===== src/rtl/mem_wb_stage_pkg.sv =====
// MEM/WB stage shared types and default widths.
// The beat struct and bubble constant are shared with the writeback side.
package mem_wb_stage_pkg;

  localparam int MW_DATA_W = 16;
  localparam int MW_REG_W  = 4;
  localparam int MW_SRC_N  = 2;

  localparam logic [MW_REG_W-1:0] MW_NOP_DST = '1;

  typedef struct packed {
    logic                 memtoreg;
    logic [MW_REG_W-1:0]  regdst;
    logic                 regwrite;
    logic [MW_DATA_W-1:0] alures;
    logic [MW_DATA_W-1:0] memres;
  } mw_beat_t;

  localparam mw_beat_t MW_BUBBLE = '{
    memtoreg: 1'b0,
    regdst:   MW_NOP_DST,
    regwrite: 1'b0,
    alures:   '0,
    memres:   '0
  };

endpackage


===== src/rtl/mem_wb_stage_if.sv =====
// MEM/WB stage bus: MEM-side beat in, WB-side beat out,
// plus the hazard-unit forwarding compare.
interface mem_wb_stage_if
  import mem_wb_stage_pkg::*;
#(
    parameter int DATA_W    = MW_DATA_W,
    parameter int REG_W     = MW_REG_W,
    parameter int SRC_PORTS = MW_SRC_N
);

    logic                       in_valid;
    logic                       in_ready;
    logic                       flush;
    logic                       memtoreg_i;
    logic [REG_W-1:0]           regdst_i;
    logic                       regwrite_i;
    logic [DATA_W-1:0]          alures_i;
    logic [DATA_W-1:0]          memres_i;

    logic                       out_valid;
    logic                       out_ready;
    logic                       memtoreg_o;
    logic [REG_W-1:0]           regdst_o;
    logic                       regwrite_o;
    logic [DATA_W-1:0]          alures_o;
    logic [DATA_W-1:0]          memres_o;
    logic [DATA_W-1:0]          wb_data_o;

    logic [SRC_PORTS*REG_W-1:0] fwd_src_i;
    logic [SRC_PORTS-1:0]       fwd_hit_o;
    logic [1:0]                 occupancy_o;

    modport slave (
        input  in_valid, flush, memtoreg_i, regdst_i,
        input  regwrite_i, alures_i, memres_i,
        input  out_ready, fwd_src_i,
        output in_ready, out_valid, memtoreg_o, regdst_o,
        output regwrite_o, alures_o, memres_o, wb_data_o,
        output fwd_hit_o, occupancy_o
    );

    modport master (
        output in_valid, flush, memtoreg_i, regdst_i,
        output regwrite_i, alures_i, memres_i,
        output out_ready, fwd_src_i,
        input  in_ready, out_valid, memtoreg_o, regdst_o,
        input  regwrite_o, alures_o, memres_o, wb_data_o,
        input  fwd_hit_o, occupancy_o
    );

endinterface


===== src/rtl/mem_wb_stage_pipe_skid_entry.sv =====
// One pipeline holding register: valid bit plus payload.
// Clear drops the beat and forces masked bits to bubble values.
module pipe_skid_entry #(
    parameter int           W        = 8,
    parameter logic [W-1:0] RST_VAL  = '0,
    parameter logic [W-1:0] BUB_MASK = '0
) (
    input  logic         CLK,
    input  logic         RST,
    input  logic         load_i,
    input  logic         vld_i,
    input  logic         clr_i,
    input  logic [W-1:0] d_i,
    output logic         vld_o,
    output logic [W-1:0] q_o
);

    logic         vld_q, vld_d;
    logic [W-1:0] data_q, data_d;

    always_comb begin
        vld_d  = vld_q;
        data_d = data_q;
        if (clr_i) begin
            vld_d  = 1'b0;
            data_d = (data_q & ~BUB_MASK) | (RST_VAL & BUB_MASK);
        end else if (load_i) begin
            vld_d  = vld_i;
            data_d = d_i;
        end
    end

    always_ff @(posedge CLK or negedge RST) begin
        if (!RST) begin
            vld_q  <= 1'b0;
            data_q <= RST_VAL;
        end else begin
            vld_q  <= vld_d;
            data_q <= data_d;
        end
    end

    assign vld_o = vld_q;
    assign q_o   = data_q;

endmodule


===== src/rtl/mem_wb_stage.sv =====
// MEM/WB stage register with 2-entry skid, flush and bubbles.
// Also drives writeback data and forwarding hits to the hazard unit.
module mem_wb_stage
  import mem_wb_stage_pkg::*;
#(
    parameter int               DATA_W    = MW_DATA_W,
    parameter int               REG_W     = MW_REG_W,
    parameter logic [REG_W-1:0] NOP_DST   = '1,
    parameter int               SRC_PORTS = MW_SRC_N
) (
    input  logic CLK,
    input  logic RST,
    mem_wb_stage_if.slave bus
);

    typedef struct packed {
        logic              memtoreg;
        logic [REG_W-1:0]  regdst;
        logic              regwrite;
        logic [DATA_W-1:0] alures;
        logic [DATA_W-1:0] memres;
    } beat_t;

    localparam int BW = $bits(beat_t);

    localparam beat_t BUBBLE = '{
        memtoreg: 1'b0,
        regdst:   NOP_DST,
        regwrite: 1'b0,
        alures:   '0,
        memres:   '0
    };

    // Only control fields are bubbled; data fields survive a flush.
    localparam beat_t CTL_MASK = '{
        memtoreg: 1'b1,
        regdst:   '1,
        regwrite: 1'b1,
        alures:   '0,
        memres:   '0
    };

    beat_t in_beat, h_q, s_q, h_d, s_d;
    logic  h_vld, s_vld;
    logic  h_load, s_load, h_vin, s_vin;
    logic  accept, pop;

    assign in_beat = '{
        memtoreg: bus.memtoreg_i,
        regdst:   bus.regdst_i,
        regwrite: bus.regwrite_i,
        alures:   bus.alures_i,
        memres:   bus.memres_i
    };

    assign bus.in_ready = !s_vld;
    assign accept = bus.in_valid & !s_vld & !bus.flush;
    assign pop    = h_vld & bus.out_ready;

    always_comb begin
        h_load = 1'b0;
        h_vin  = h_vld;
        h_d    = h_q;
        s_load = 1'b0;
        s_vin  = s_vld;
        s_d    = s_q;
        if (!bus.flush) begin
            if (pop) begin
                h_load = 1'b1;
                h_vin  = s_vld;
                h_d    = s_q;
                s_load = 1'b1;
                s_vin  = 1'b0;
            end
            // accept implies S empty, so a popped head refills directly
            if (accept && (!h_vld || pop)) begin
                h_load = 1'b1;
                h_vin  = 1'b1;
                h_d    = in_beat;
            end else if (accept) begin
                s_load = 1'b1;
                s_vin  = 1'b1;
                s_d    = in_beat;
            end
        end
    end

    pipe_skid_entry #(
        .W        (BW),
        .RST_VAL  (BUBBLE),
        .BUB_MASK (CTL_MASK)
    ) u_head (
        .CLK    (CLK),
        .RST    (RST),
        .load_i (h_load),
        .vld_i  (h_vin),
        .clr_i  (bus.flush),
        .d_i    (h_d),
        .vld_o  (h_vld),
        .q_o    (h_q)
    );

    pipe_skid_entry #(
        .W        (BW),
        .RST_VAL  (BUBBLE),
        .BUB_MASK (CTL_MASK)
    ) u_skid (
        .CLK    (CLK),
        .RST    (RST),
        .load_i (s_load),
        .vld_i  (s_vin),
        .clr_i  (bus.flush),
        .d_i    (s_d),
        .vld_o  (s_vld),
        .q_o    (s_q)
    );

    assign bus.out_valid  = h_vld;
    assign bus.memtoreg_o = h_q.memtoreg & h_vld;
    assign bus.regwrite_o = h_q.regwrite & h_vld;
    assign bus.regdst_o   = h_vld ? h_q.regdst : NOP_DST;
    assign bus.alures_o   = h_q.alures;
    assign bus.memres_o   = h_q.memres;
    assign bus.wb_data_o  = bus.memtoreg_o ? h_q.memres
                                           : h_q.alures;

    assign bus.occupancy_o = {1'b0, h_vld} + {1'b0, s_vld};

    for (genvar k = 0; k < SRC_PORTS; k++) begin : g_fwd
        logic [REG_W-1:0] src;
        assign src = bus.fwd_src_i[k*REG_W +: REG_W];
        assign bus.fwd_hit_o[k] = h_vld & h_q.regwrite
                                & (h_q.regdst == src)
                                & (src != NOP_DST);
    end

    a_skid_implies_head: assert property (
        @(posedge CLK) disable iff (!RST) s_vld |-> h_vld
    );

endmodule


===== src/flat_wrapper.sv =====
// flat-port wrapper written by rule: the top's interface ports become plain ports
module mem_wb_stage_flat import mem_wb_stage_pkg::*;
#(
    parameter int               DATA_W    = MW_DATA_W,
    parameter int               REG_W     = MW_REG_W,
    parameter logic [REG_W-1:0] NOP_DST   = '1,
    parameter int               SRC_PORTS = MW_SRC_N
)
  (CLK, RST, bus_in_valid, bus_flush, bus_memtoreg_i, bus_regdst_i, bus_regwrite_i, bus_alures_i, bus_memres_i, bus_out_ready, bus_fwd_src_i, bus_in_ready, bus_out_valid, bus_memtoreg_o, bus_regdst_o, bus_regwrite_o, bus_alures_o, bus_memres_o, bus_wb_data_o, bus_fwd_hit_o, bus_occupancy_o);
  mem_wb_stage_if #(.DATA_W(DATA_W), .REG_W(REG_W), .SRC_PORTS(SRC_PORTS)) bus_i ();
  input  logic CLK;
  input  logic RST;
  input wire logic [$bits(bus_i.in_valid)-1:0] bus_in_valid;
  input wire logic [$bits(bus_i.flush)-1:0] bus_flush;
  input wire logic [$bits(bus_i.memtoreg_i)-1:0] bus_memtoreg_i;
  input wire logic [$bits(bus_i.regdst_i)-1:0] bus_regdst_i;
  input wire logic [$bits(bus_i.regwrite_i)-1:0] bus_regwrite_i;
  input wire logic [$bits(bus_i.alures_i)-1:0] bus_alures_i;
  input wire logic [$bits(bus_i.memres_i)-1:0] bus_memres_i;
  input wire logic [$bits(bus_i.out_ready)-1:0] bus_out_ready;
  input wire logic [$bits(bus_i.fwd_src_i)-1:0] bus_fwd_src_i;
  output wire logic [$bits(bus_i.in_ready)-1:0] bus_in_ready;
  output wire logic [$bits(bus_i.out_valid)-1:0] bus_out_valid;
  output wire logic [$bits(bus_i.memtoreg_o)-1:0] bus_memtoreg_o;
  output wire logic [$bits(bus_i.regdst_o)-1:0] bus_regdst_o;
  output wire logic [$bits(bus_i.regwrite_o)-1:0] bus_regwrite_o;
  output wire logic [$bits(bus_i.alures_o)-1:0] bus_alures_o;
  output wire logic [$bits(bus_i.memres_o)-1:0] bus_memres_o;
  output wire logic [$bits(bus_i.wb_data_o)-1:0] bus_wb_data_o;
  output wire logic [$bits(bus_i.fwd_hit_o)-1:0] bus_fwd_hit_o;
  output wire logic [$bits(bus_i.occupancy_o)-1:0] bus_occupancy_o;
  assign bus_i.in_valid = bus_in_valid;
  assign bus_i.flush = bus_flush;
  assign bus_i.memtoreg_i = bus_memtoreg_i;
  assign bus_i.regdst_i = bus_regdst_i;
  assign bus_i.regwrite_i = bus_regwrite_i;
  assign bus_i.alures_i = bus_alures_i;
  assign bus_i.memres_i = bus_memres_i;
  assign bus_i.out_ready = bus_out_ready;
  assign bus_i.fwd_src_i = bus_fwd_src_i;
  assign bus_in_ready = bus_i.in_ready;
  assign bus_out_valid = bus_i.out_valid;
  assign bus_memtoreg_o = bus_i.memtoreg_o;
  assign bus_regdst_o = bus_i.regdst_o;
  assign bus_regwrite_o = bus_i.regwrite_o;
  assign bus_alures_o = bus_i.alures_o;
  assign bus_memres_o = bus_i.memres_o;
  assign bus_wb_data_o = bus_i.wb_data_o;
  assign bus_fwd_hit_o = bus_i.fwd_hit_o;
  assign bus_occupancy_o = bus_i.occupancy_o;
  mem_wb_stage #(.DATA_W(DATA_W), .REG_W(REG_W), .NOP_DST(NOP_DST), .SRC_PORTS(SRC_PORTS)) u_core (.CLK(CLK), .RST(RST), .bus(bus_i));
endmodule

===== config.mk =====
export PLATFORM = sky130hd
export DESIGN_NAME = mem_wb_stage_flat
export DESIGN_NICKNAME = d
export VERILOG_FILES = /design/src/rtl/mem_wb_stage_pkg.sv /design/src/rtl/mem_wb_stage_if.sv /design/src/rtl/mem_wb_stage_pipe_skid_entry.sv /design/src/rtl/mem_wb_stage.sv /design/src/flat_wrapper.sv
export SDC_FILE = /design/constraint.sdc
export NUM_CORES = 1
export LEC_CHECK = 0
export CAP_MARGIN = 20
export CORE_ASPECT_RATIO = 1.75
export CORE_UTILIZATION = 43
export CTS_CLUSTER_DIAMETER = 40
export CTS_CLUSTER_SIZE = 20
export DETAILED_ROUTE_END_ITERATION = 10
export PLACE_DENSITY_LB_ADDON = 0.15
export SLEW_MARGIN = 30
export SYNTH_ARGS = -nofsm -noshare
export SYNTH_HDL_FRONTEND = slang
export SYNTH_SLANG_ARGS = --single-unit

===== constraint.sdc =====
create_clock -name CLK -period 1.75 [get_ports CLK]
set_input_delay 0.35 -clock CLK [delete_from_list [all_inputs] [get_ports CLK]]
set_output_delay 0.35 -clock CLK [all_outputs]
set_load 0.005 [all_outputs]

==> impl_summary.log, run 1 <==
[metrics] total DRC errors in the routed layout: 0
[metrics] max-capacitance violation count: 0
[metrics] post-detailed-route via-to-cell ratio: 5.34
[metrics] Worst-Margin Slew: 0.431 ns
[metrics] Post-Route Skew: 0.00550 ns
[metrics] footprint of the multi-input gates: 2230 sq um
[metrics] critical path launch point type: flop
[metrics] number of warnings reported in the yosys synthesis log: 0
[metrics] number of setup violations in the final report: 62
[metrics] setup total negative slack: -11.61 ns
[metrics] largest net degree at the start of global routing: 79
[metrics] Clock Root Buffer: sky130_fd_sc_hd__clkbuf_16
[metrics] Die Height: 128 microns
[metrics] via count of the first global-routing pass: 3,413
[metrics] remaining antenna violation count: 0
[metrics] share of the clock period used by the worst path: 117%
[metrics] Area growth syn-to-layout: 73.0%
[metrics] leading post-synthesis cells by instance count: sky130_fd_sc_hd__nand2_1, sky130_fd_sc_hd__dfrtp_1, sky130_fd_sc_hd__nor2_1, sky130_fd_sc_hd__a21oi_1, sky130_fd_sc_hd__mux2i_1
[metrics] minimum period implied by the final worst setup slack: 2.04 ns
[metrics] Pwr Density: 1010 nW/um^2
[metrics] Mean Syn Cell Area: 9.58 sq um
[metrics] count of filler cells inserted in the layout: 526
[metrics] num rows: 45
[metrics] aggregate global routing overflow: 0
[metrics] highest attainable clock frequency: 490 MHz
[metrics] run status: finished, violations left
[metrics] global router's overall resource usage: 26.0%
[metrics] antenna violations before repair: 0
[metrics] estimated wirelength of the detail-placed design: 6.73 mm
[metrics] critical path type: reg -> out
[metrics] Bufs on Longest Clock Path: 2
[metrics] initial DRC count: 185
[metrics] top cell type by total area after synthesis: sky130_fd_sc_hd__dfrtp_1
[metrics] total number of vias: 3,527
[metrics] most area-consuming cells after synthesis: sky130_fd_sc_hd__dfrtp_1, sky130_fd_sc_hd__nand2_1, sky130_fd_sc_hd__mux2i_1
[metrics] CTS Sinks: 78
[metrics] Die Span X: 73.8 microns
[metrics] num ports: 111
[metrics] dominant cell by count in the synthesized netlist: sky130_fd_sc_hd__nand2_1
[metrics] peak supply drop: 777 uV
[metrics] class of the tightest hold or removal check: in -> async
[metrics] top flip-flop cell by instance count after synthesis: sky130_fd_sc_hd__dfrtp_1
[metrics] clock transition time at the flip-flop clock pins of the worst setup and hold paths: 0.06 ns
[metrics] global placer's final weighted congestion: 0.790
[metrics] CTS Buf Count: 9
[metrics] portion of the post-synthesis area used by sequential elements: 50.6%
[metrics] Max Slew Vio Count: 0
[metrics] number of nets in the synthesized netlist: 457
[metrics] post-detailed-route wirelength per cell: 20.5 microns
[metrics] violations in the final reports: negative setup slack
[metrics] Post-Place Worst Slack: -0.268 ns
[metrics] Synth Cell Area: 3880 sq um
[metrics] number of flops mapped to enable cells by yosys: 0
[metrics] fraction of layout instances using a drive strength above 1: 45.4%
[metrics] first-pass GRT wire length: 17.8 mm
[metrics] number of nets in the layout: 591
[metrics] clk_lat worst skew: 0.34 ns
[metrics] H-Tree Depth: 3
[metrics] post-layout worst setup margin: -0.289 ns
[metrics] full die area: 9420 sq um
[metrics] Buffers on Ports: 110
[metrics] fraction of post-synthesis cell area in the top cell type by area: 45.1%
[metrics] FF/Latch Area: 1960 sq um
[metrics] worst relative slew slack: 71.2%
[metrics] fraction of registers with async set/reset: 100%
[metrics] arrival time worst endpoint: 1.69 ns
[metrics] clock tree from TritonCTS: yes
[metrics] gate count of the mapped netlist: 405
[metrics] number of diodes added for antenna fixing: 0
[metrics] total power of the final layout: 6.77 mW
[metrics] initial core utilization: 44.5%
[metrics] final hold violations: 0
[metrics] worst endpoint required time: 1.40 ns
[metrics] unrepaired setup endpoints after global routing: yes
[metrics] Core ar.: 8730 sq um
[metrics] number of iterations in the first detailed-routing pass: 4
[metrics] Lkg Pwr: 3.07 nW
[metrics] type of element capturing the critical path: output pin
[metrics] #FFs+latches synth: 78
[metrics] number of distinct library cell variants in the gate-level netlist after synthesis: 30
[metrics] worst-path maximum fanout: 6
[metrics] final WL: 13.5 mm
[metrics by stage]
step / util [%] / instance area, sq um / hold slack [ns] / std cells
2_1_floorplan: - / 3880 / 0.0544 / 405
3_3_place_gp: 57.8 / 5040 / 0.406 / 600
3_5_place_dp: 57.8 / 5040 / 0.403 / 600
4_1_cts: 68.7 / 5990 / 0.0450 / 645
5_1_grt: 76.9 / 6710 / 0.0458 / 661
6_report: 76.9 / 6710 / 0.0127 / 661
[cells in the final DEF (no fill, tap or decap), types with 2 or more instances in the layout]
cell type,n
sky130_fd_sc_hd__buf_2,4
sky130_fd_sc_hd__dfstp_2,8
sky130_fd_sc_hd__nand2_4,9
sky130_fd_sc_hd__clkbuf_16,15
sky130_fd_sc_hd__mux2i_1,35
sky130_fd_sc_hd__mux2_4,16
sky130_fd_sc_hd__buf_4,20
sky130_fd_sc_hd__a21oi_2,34
sky130_fd_sc_hd__a22o_1,2
sky130_fd_sc_hd__clkbuf_1,2
sky130_fd_sc_hd__nand2b_1,4
sky130_fd_sc_hd__clkdlybuf4s50_1,81
sky130_fd_sc_hd__inv_1,4
sky130_fd_sc_hd__a21oi_4,2
sky130_fd_sc_hd__nand2_2,17
sky130_fd_sc_hd__mux2_2,2
sky130_fd_sc_hd__xnor2_2,4
sky130_fd_sc_hd__clkbuf_2,5
sky130_fd_sc_hd__nor2_1,10
sky130_fd_sc_hd__nand2_1,73
sky130_fd_sc_hd__buf_8,4
sky130_fd_sc_hd__clkinv_2,2
sky130_fd_sc_hd__buf_6,35
sky130_fd_sc_hd__a21oi_1,5
sky130_fd_sc_hd__inv_2,2
sky130_fd_sc_hd__buf_16,5
sky130_fd_sc_hd__nand4_1,2
sky130_fd_sc_hd__nor2_4,31
sky130_fd_sc_hd__dfrtp_1,69
sky130_fd_sc_hd__buf_12,15
sky130_fd_sc_hd__o22a_1,4
sky130_fd_sc_hd__xnor2_1,2
[worst paths after layout]
| path | from | to | slack, ns | cells after the start |
|---|---|---|---|---|
| max | u_core.u_head.vld_o | bus_wb_data_o[9] | -0.29 | 7 |
| max in group asynchronous | RST | u_core.u_skid.q_o[36] | 1.35 | 2 |
| min in group CLK | u_core.u_skid.q_o[9] | u_core.u_skid.q_o[9] | 0.47 | 2 |
| max reg2reg | u_core.u_head.vld_o | u_core.u_head.q_o[4] | -0.25 | 9 |
| min | RST | u_core.u_head.q_o[2] | 0.01 | 2 |
| min reg2reg | u_core.u_skid.q_o[9] | u_core.u_skid.q_o[9] | 0.47 | 2 |
[registers in the layout, summed over array words and instances (netlist names)]
register and cells:
u_core.u_skid.q_o 38, u_core.u_head.q_o 38, u_core.u_head.vld_o 1, u_core.u_skid.vld_o 1
[cell type report]
cell class | count | share of cell area, %
flip-flops and latches | 78 | 29.2
inverters | 6 | 0.336
clock inverters | 4 | 0.708
well taps | 117 | 2.18
clock buffers | 12 | 3.67
repair buffers | 176 | 30.7
multi-input cells | 268 | 33.2
[critical path, stage by stage (launching register included)]
cell	delay [ns]
sky130_fd_sc_hd__dfrtp_1	0.40
sky130_fd_sc_hd__buf_6	0.13
sky130_fd_sc_hd__nand2_4	0.06
sky130_fd_sc_hd__buf_6	0.11
sky130_fd_sc_hd__buf_12	0.14
sky130_fd_sc_hd__buf_12	0.10
sky130_fd_sc_hd__mux2_4	0.29
sky130_fd_sc_hd__buf_6	0.12
[power by group]
| part | internal (mW) | switching, mW | total (mW) |
|---|---|---|---|
| registers | 2.19 | 0.427 | 2.61 |
| logic | 1.40 | 0.884 | 2.28 |
| clock network | 1.14 | 0.739 | 1.88 |
| total | 4.72 | 2.05 | 6.77 |
[per-layer routing]
layer  wire length, microns  global-route usage, %  vias to the layer above  part of all wire, %
li1                       -                      -                     1577                    -
met1                   4710                   28.4                     1754                   35
met2                   7460                   46.5                      153                   55
met3                    804                   5.97                       43                  5.9
met4                    573                   11.7                        0                  4.2
met5                      0                      0                        -                    0
[cells by family after synthesis]
| kind of cell | Yosys count | share of synthesized area [%] |
|---|---|---|
| buffers and inverters | 59 | 9.51 |
| AOI/OAI and AO/OA | 52 | 7.68 |
| xor gates and xnor gates | 6 | 1.35 |
| DFF | 78 | 50.6 |
| and+or+nand+nor | 155 | 16.1 |
| muxes | 54 | 14.5 |
| adders and majority gates | 1 | 0.322 |
[timing repair]
| item | 4_1_cts | 5_1_grt |
|---|---|---|
| setup buffers | 23 | 10 |
| setup endpoints to repair | 36 | 92 |
| pin swaps | 7 | 35 |
| gates cloned | 8 | 9 |
| hold buffers | 0 | 0 |
| gates resized for setup | 177 | 153 |
(Power assumes the default switching activity.)
==> run 2: changes to the inputs <==
--- a/config.mk
+++ b/config.mk
@@ -7,7 +7,7 @@
 export LEC_CHECK = 0
 export CAP_MARGIN = 20
 export CORE_ASPECT_RATIO = 1.75
-export CORE_UTILIZATION = 43
+export CORE_UTILIZATION = 48
 export CTS_CLUSTER_DIAMETER = 40
 export CTS_CLUSTER_SIZE = 20
 export DETAILED_ROUTE_END_ITERATION = 10
==> constraint.sdc (replaced) <==
create_clock -name CLK -period 2.3 [get_ports CLK]
set_input_delay 0.46 -clock CLK [delete_from_list [all_inputs] [get_ports CLK]]
set_output_delay 0.46 -clock CLK [all_outputs]
set_load 0.005 [all_outputs]
==> run 2 against run 1 <==
  * The run now ends clean
  * Clock-buffer cell count down 1
  * Die area down 10%
  * Clock power down 32%
  * Hold slack better by 0.068 ns
  * Largest cell class is now sequential cells
==> impl_summary.log, run 2 (synthesized netlist as in run 1, its figures left out) <==
[metrics] run status: finished, final reports clean
[metrics] initial DRC count: 189
[metrics] worst endpoint required time: 1.84 ns
[metrics] max-capacitance violation count: 0
[metrics] minimum period implied by the final worst setup slack: 2.25 ns
[metrics] highest attainable clock frequency: 445 MHz
[metrics] number of gates on the worst path with buffers counted: 4
[metrics] number of setup violations in the final report: 0
[metrics] R2R Path Start: u_core.u_head.vld_o
[metrics] worst-path maximum fanout: 6
[metrics] Bufs on Longest Clock Path: 2
[metrics] worst flop-to-flop path endpoint: u_core.u_head.q_o[26]
[metrics] Core ar.: 7860 sq um
[metrics] total power of the final layout: 4.29 mW
[metrics] worst relative slew slack: 68.0%
[metrics] wire length on met1: 3.60 mm
[metrics] commonest non-fill, non-tap cell in the layout: sky130_fd_sc_hd__clkdlybuf4s50_1
[metrics] most frequent cells in the layout: sky130_fd_sc_hd__clkdlybuf4s50_1, sky130_fd_sc_hd__nand2_1, sky130_fd_sc_hd__dfrtp_1
[metrics] type of element capturing the critical path: output pin
[metrics] post-layout worst setup margin: 0.0548 ns
[metrics] CTS Buf Count: 9
[metrics] depth of the worst register-to-register path: 6
[metrics] first-pass GRT wire length: 14.7 mm
[metrics] Post-Route Skew: 0.00537 ns
[metrics] cells along the critical path: nand2_2 > buf_6 > mux2_2 > clkdlybuf4s50_1
[metrics] antenna violations before repair: 0
[metrics] Area growth syn-to-layout: 34.2%
[metrics] Top delay family on crit path: buffers and inverters
[metrics] initial core utilization: 49.4%
[metrics] remaining antenna violation count: 0
[metrics] CTS Sinks: 78
[metrics] Post-Place Worst Slack: 0.0555 ns
[metrics] hold buffers post-CTS: 0
[metrics] slowest library cell on the worst path: sky130_fd_sc_hd__clkdlybuf4s50_1
[metrics] num ports: 111
[metrics] Clock Root Buffer: sky130_fd_sc_hd__clkbuf_16
[metrics] register-to-register setup slack: 0.52 ns
[metrics] post-detailed-route wirelength per cell: 15.8 microns
[metrics] class of the tightest hold or removal check: in -> async
[metrics] Buffers on Ports: 110
[metrics] clock transition time at the flip-flop clock pins of the worst setup and hold paths: 0.06 ns
[metrics] Pwr Density: 824 nW/um^2
[metrics] largest net degree at the start of global routing: 57
[metrics] share of the clock period used by the worst path: 97.6%
[metrics] maximum single-stage delay on the critical path: 0.45 ns
[metrics] met2 layer wire length in the routed design: 4.93 mm
[metrics] clock tree from TritonCTS: yes
[metrics] number of nets in the layout: 537
[metrics] Die Height: 121 microns
[metrics] peak supply drop: 605 uV
[metrics] number of diodes added for antenna fixing: 0
[metrics] final WL: 9.14 mm
[metrics] critical path type: reg -> out
[metrics] total number of vias: 3,017
[metrics] post-detailed-route via-to-cell ratio: 5.20
[metrics] global router's overall resource usage: 22.8%
[metrics] Max Used Layer: met4
[metrics] via count of the first global-routing pass: 2,948
[metrics] fraction of layout instances using a drive strength above 1: 12.2%
[metrics] global placer's final weighted congestion: 0.762
[metrics] aggregate global routing overflow: 0
[metrics] number of iterations in the first detailed-routing pass: 4
[metrics] buffers plus inverters on the worst setup path: 2
[metrics] total DRC errors in the routed layout: 0
[metrics] Max Slew Vio Count: 0
[metrics] final hold violations: 0
[metrics] full die area: 8460 sq um
[metrics] setup total negative slack: 0 ns
[metrics] DR WL met3: 434 microns
[metrics] arrival time worst endpoint: 1.79 ns
[metrics] Lkg Pwr: 2.46 nW
[metrics] start point of the critical path: u_core.u_head.vld_o
[metrics] clk_lat worst skew: 0.33 ns
[metrics] Worst-Margin Slew: 0.480 ns
[metrics] CP Capture Point: bus_wb_data_o[6]
[metrics] H-Tree Depth: 3
[metrics] critical path launch point type: flop
[metrics] num rows: 43
[metrics] Die Span X: 70.0 microns
[metrics] estimated wirelength of the detail-placed design: 6.25 mm
[run 2: changes by cell type in the layout (fill, tap and decap cells not counted), sizes merged]
cell / previous run / this run
buf: 83 / 13
bufinv: 1 / 0
clkbuf: 23 / 11
clkdlybuf4s50: 81 / 106
clkinv: 2 / 5
clkinvlp: 1 / 0
dlymetal6s2s: 1 / 3
[run 2: area by class of cell]
cell class                 count  area, sq um
multi-input combinational    268         1580
fill                         659         2650
sequential                    78         1960
clock buffer                  11          243
tap                           90          113
timing repair buffer         122         1270
inverter                       6         22.5
clock inverter                 5         25.0
[run 2: worst min path at each step]
stage	end	slack (ns)	cells after the start
2_1_floorplan	u_core.u_head.q_o[0]	0.16	0
3_3_place_gp	u_core.u_head.q_o[17]	0.45	1
3_5_place_dp	u_core.u_head.q_o[17]	0.45	1
4_1_cts	u_core.u_head.q_o[17]	0.09	1
5_1_grt	u_core.u_head.q_o[17]	0.11	1
6_report	u_core.u_head.q_o[17]	0.08	1
[run 2: routing by layer]
layer,vias to the layer above,global-route usage (%)
met5,-,0
met4,0,8.13
met3,15,5.15
met2,98,40.4
met1,1441,26.7
li1,1463,-
[run 2: report_power, final]
part           switching (mW)  total [mW]  internal, mW
registers               0.205        1.87          1.66
clock network           0.520        1.27         0.750
logic                   0.443        1.15         0.708
[run 2: what timing repair did]
action,4_1_cts,5_1_grt
gates cloned,0,1
resized for setup,1,8
endpoints found under the hold margin,0,0
pin swaps,0,1
endpoints found under the setup margin,3,12
setup buffers,0,0
[run 2: stage by stage]
stage	cells	utilization (%)	cell area (sq um)	hold slack, ns
2_1_floorplan	405	-	3880	0.164
3_3_place_gp	563	62.5	4910	0.448
3_5_place_dp	563	62.5	4910	0.449
4_1_cts	579	65.9	5180	0.0940
5_1_grt	580	66.3	5210	0.105
6_report	580	66.3	5210	0.0809
